**src/rtl/pipe_add_sub.sv**
```systemverilog
// ---------------------------------------------------------------------------
// pipe_add_sub
//   Pipelined W-bit adder/subtractor. The carry chain is cut into STAGES equal
//   slices of C = W/STAGES bits. Each pipeline stage ripples one slice and
//   registers the carry for the following slice. The unprocessed operand bits
//   and the finished sum bits travel with the op. Subtraction is A + ~B + c_in,
//   so the caller drives c_in=1 for a plain A-B. A valid/ready handshake with a
//   single global stall gives full backpressure.
//
// Parameters
//   W       operand/result width (W % STAGES == 0)
//   STAGES  number of carry slices = latency in cycles (1..W)
//
// Ports
//   clk        rising-edge clock
//   rst_n      asynchronous active-low reset; drops every in-flight op
//   in_valid   operands valid
//   in_ready   operands accepted when in_valid & in_ready
//   a, b       operands
//   c_in       carry-in (add) / inverted borrow-in (sub)
//   sub        0: A+B+c_in   1: A+~B+c_in
//   out_valid  result valid
//   out_ready  consumer takes the result
//   sum        result, modulo 2^W
//   c_out      carry out of bit W-1 (sub: 1 = no borrow)
//   ovf        signed overflow (carry into MSB ^ carry out of MSB)
//   zero       sum == 0
// ---------------------------------------------------------------------------
module pipe_add_sub #(
  parameter int unsigned W      = 32,
  parameter int unsigned STAGES = 4
) (
  input  logic         clk,
  input  logic         rst_n,
  input  logic         in_valid,
  output logic         in_ready,
  input  logic [W-1:0] a,
  input  logic [W-1:0] b,
  input  logic         c_in,
  input  logic         sub,
  output logic         out_valid,
  input  logic         out_ready,
  output logic [W-1:0] sum,
  output logic         c_out,
  output logic         ovf,
  output logic         zero
);

  localparam int unsigned C    = W / STAGES;
  localparam int unsigned LAST = STAGES - 1;

  // Everything one op carries down the pipe. c is the carry out of the most
  // recently added slice; ovf/zero are only meaningful in the last stage.
  typedef struct packed {
    logic         v;
    logic [W-1:0] a;
    logic [W-1:0] b;
    logic [W-1:0] s;
    logic         c;
    logic         ovf;
    logic         zero;
  } stage_t;

  stage_t w_in;
  stage_t r_pipe [STAGES];
  logic   w_adv;

  // Global stall: the whole pipe moves only when the output slot is free or
  // being drained. Bubbles are not collapsed.
  assign w_adv    = ~r_pipe[LAST].v | out_ready;
  assign in_ready = w_adv;

  // Operand preparation at accept. Since stage 0 only loads when w_adv=1,
  // its valid bit is simply in_valid (== accept).
  always_comb begin
    w_in   = '0;
    w_in.v = in_valid;
    w_in.a = a;
    w_in.b = sub ? ~b : b;
    w_in.c = c_in;
  end

  for (genvar k = 0; k < STAGES; k++) begin : g_st
    stage_t       w_src;
    stage_t       w_nxt;
    logic [C:0]   w_slice;

    if (k == 0) begin : g_first
      assign w_src = w_in;
    end else begin : g_rest
      assign w_src = r_pipe[k-1];
    end

    assign w_slice = {1'b0, w_src.a[k*C +: C]}
                   + {1'b0, w_src.b[k*C +: C]}
                   + {{C{1'b0}}, w_src.c};

    always_comb begin
      w_nxt             = w_src;
      w_nxt.s[k*C +: C] = w_slice[C-1:0];
      w_nxt.c           = w_slice[C];
      w_nxt.ovf         = 1'b0;
      w_nxt.zero        = 1'b0;
      if (k == LAST) begin
        // Carry into the MSB is recovered from the MSB sum bit:
        // s[W-1] = a[W-1] ^ b[W-1] ^ c[W-1].
        w_nxt.ovf  = w_slice[C] ^ w_src.a[W-1] ^ w_src.b[W-1] ^ w_slice[C-1];
        w_nxt.zero = (w_nxt.s == '0);
      end
    end

    always_ff @(posedge clk or negedge rst_n) begin
      if (!rst_n) begin
        r_pipe[k] <= '0;
      end else if (w_adv) begin
        r_pipe[k] <= w_nxt;
      end
    end
  end

  assign out_valid = r_pipe[LAST].v;
  assign sum       = r_pipe[LAST].s;
  assign c_out     = r_pipe[LAST].c;
  assign ovf       = r_pipe[LAST].ovf;
  assign zero      = r_pipe[LAST].zero;

endmodule

```
**config.mk**
```make
export PLATFORM = sky130hd
export DESIGN_NAME = pipe_add_sub
export DESIGN_NICKNAME = d
export VERILOG_FILES = /design/src/rtl/pipe_add_sub.sv
export SDC_FILE = /design/constraint.sdc
export NUM_CORES = 1
export LEC_CHECK = 0
export CORE_MARGIN = 4
export CORE_UTILIZATION = 60
export DETAILED_ROUTE_END_ITERATION = 7
export PLACE_DENSITY_LB_ADDON = 0.08
export SLEW_MARGIN = 10
export SYNTH_ARGS = -nofsm -noshare
export SYNTH_HDL_FRONTEND = slang
export SYNTH_SLANG_ARGS = --single-unit
```
**constraint.sdc**
```tcl
create_clock -name clk -period 7.3 [get_ports clk]
set_clock_uncertainty 0.2 [all_clocks]
set_input_delay 1.46 -clock clk [delete_from_list [all_inputs] [get_ports clk]]
set_output_delay 1.46 -clock clk [all_outputs]
set_load 0.005 [all_outputs]
```
==> results.cfg <==
[sta]
setup_viol = 0
fin_crit_ps = 5000
slew_viol_final = 0
relSlewSlack = 0.385
rsz0062_at_grt = no
fin_ws_ps = 2300
hold_viol = 0
finalCritPeriodShare = 0.685
fin_tns_setup_ps = 0
tightest_slew_ps = 922
fmax_ghz = 0.200

[power]
ir_worst_vdd_mv = 0.204
power_density_nw_per_um2 = 428
power.total_mw = 4.33
p_leak_nw = 4.97

[worst_setup_path]
worst-endpoint-required_ps = 5640
critPathArrivalTime_ps = 3340
endpoint_kind = primary output
rrSetupSlack_ps = 4400
worstRegToRegCells = 8
reg2reg_from = g_st[3].w_src[2]
critical_path_class = in2out
startpoint = out_ready
r2r-end = ovf
cp_max_fo = 87
crit_path_start_kind = input port

[detailed_routing]
drt_iter0_markers = 470
routedWlPerCell_um = 13.7
drc_errors = 0
num_vias = 6139
ant_nets = 0
routed_wl_um = 16300
via_per_inst = 5.14
first_pass_iters = 5

[synth]
syn_avg_cell_area_um2 = 9.06
syn_nets = 1031
synth_top_area_frac = 0.555
ys_types = 40
synth_seq_cells = 186
synthFlopType = dfrtp_1
ys_seq_area_frac = 0.555
synthArstFlopShare = 1.00
yosys-top-cells-area = dfrtp_1, nand2_1, ha_1
yosysTopAreaCell = dfrtp_1
synth_cells = 925
synth_warnings = 0
synth_area_um2 = 8380
synth-edff-count = 0

[placed_design]
detailedPlace.worstSlack_ps = 2320
gp_congestion = 0.802
hpwl_um = 10700
port_buffers = 106
dp.cells = 1166

[job]
maxCapViolCount = 0

[cts]
root_buffer = clkbuf_16
cts_made_buffers = 17
htreeDepth = 4
clockBufferDepth = 2
tritoncts = yes
clkTransAtPathRegs_ps = 60
clk_latency_ps = 420
clock-sinks = 186
cts_resized = 0
cts_hold_buf = 0
cts_setup_buffers = 0

[grt]
grt_max_degree = 202
grt_util_all_layers = 0.217
grt_overflow = 0
antenna_found_initial = 0
grt_pass1_wl_um = 28100
grt_pass1_vias = 5834

[cells_and_area]
drive_gt1_frac = 0.0383
syn2layout_area_growth_pct = 20.6
nets = 1115
diodes = 0
fin_cells = 1194
fin_util = 0.751

[floorplanning]
die_h_um = 126
fp.dieArea_um2 = 15900
rows = 42
initial_utilization = 0.623
core_area_um2 = 13500
die_width_um = 126
io_pins = 107

[worst_hold_path]
hp-start = sum[10]
hp-class = reg2reg
whs_path_depth = 2
hold_path_end = sum[10]

[outcome]
outcome = completed
-- metrics by stage --
stage               hold WS (ps)  cell area, µm²
finish                       262           10100
detailed placement           249            9540
global route                 281           10100
floorplan                    230            8380
CTS                          266           10100
global placement             240            9540
-- registers in the layout, summed over array words and instances, names as in the netlist --
signal	flops
c_out	1
g_st.w_nxt	147
g_st.w_src	3
out_valid	1
ovf	1
sum	32
zero	1
-- synthesized netlist by cell type (4+ instances only) --
| cell type | instances |
|---|---|
| dfrtp_1 | 186 |
| nand2b_1 | 6 |
| xnor2_1 | 38 |
| a21o_1 | 5 |
| o21ai_0 | 40 |
| nor2_1 | 26 |
| nor4_1 | 6 |
| nand3_1 | 4 |
| o31ai_1 | 4 |
| inv_1 | 20 |
| xor2_1 | 13 |
| a21oi_1 | 32 |
| fa_1 | 8 |
| o21bai_1 | 5 |
| clkbuf_1 | 44 |
| ha_1 | 28 |
| nor2b_1 | 4 |
| nand2_1 | 422 |
-- area by class of cell --
type | instances | area [µm²]
Clock inverter | 8 | 97.6
Multi-Input combinational cell | 673 | 3490
Clock buffer | 20 | 467
Inverter | 21 | 81.3
Fill cell | 1019 | 3350
Timing Repair Buffer | 110 | 1100
Tap cell | 176 | 220
Sequential cell | 186 | 4650
-- how the worst max path moves through the flow --
stage | to | slack, ps | cells after the start
floorplan | g_st[1].w_nxt[9] | 3250 | 13
global placement | in_ready | 2350 | 4
detailed placement | in_ready | 2320 | 4
CTS | in_ready | 2320 | 4
global route | in_ready | 2210 | 4
finish | in_ready | 2300 | 4
-- kinds of logic (layout without fill, tap and decap cells) --
group                    after synthesis  in the layout  share of synthesized area
buffers and inverters                 66            159                     0.0296
XOR/XNOR                              52             52                     0.0560
AO/OA/AOI/OAI                        100            100                     0.0691
multiplexers                           1              1                    0.00134
AND/OR/NAND/NOR                      484            484                      0.228
adder cells (fa/ha/maj)               36             36                     0.0609
flip-flops                           186            186                      0.555
-- report_power, final --
part	internal [mW]	leakage (nW)	switching, mW
Sequential	1.50	2.24	0.295
Combinational	0.781	2.46	0.873
Clock	0.522	0.272	0.362
Total	2.80	4.97	1.53
-- critical path, cell delays in order --
cell	delay, ps
clkdlybuf4s50_1	510
nor2b_4	70
inv_4	580
clkdlybuf4s50_1	650
-- layout by cell type, fill, tap and decap left out, drive strengths merged, types with 4 or more instances in the layout --
cell type,instances
a21o,5
nand2,422
a21oi,33
xor2,13
fa,8
ha,28
inv,21
nor2,26
nor2b,4
clkbuf,20
nand2b,6
xnor2,38
nor4,6
o31ai,4
buf,6
dfrtp,186
o21bai,5
nand3,4
clkdlybuf4s50,104
o21ai,40
-- layer usage --
metal  GRT usage  routed length, µm  up-vias
met5           0                  0        -
li1            -                  -     3108
met3      0.0368                640       15
met4      0.0681                203        0
met2       0.333               7500      129
met1       0.320               7980     2887
(Power assumes the default switching activity.)
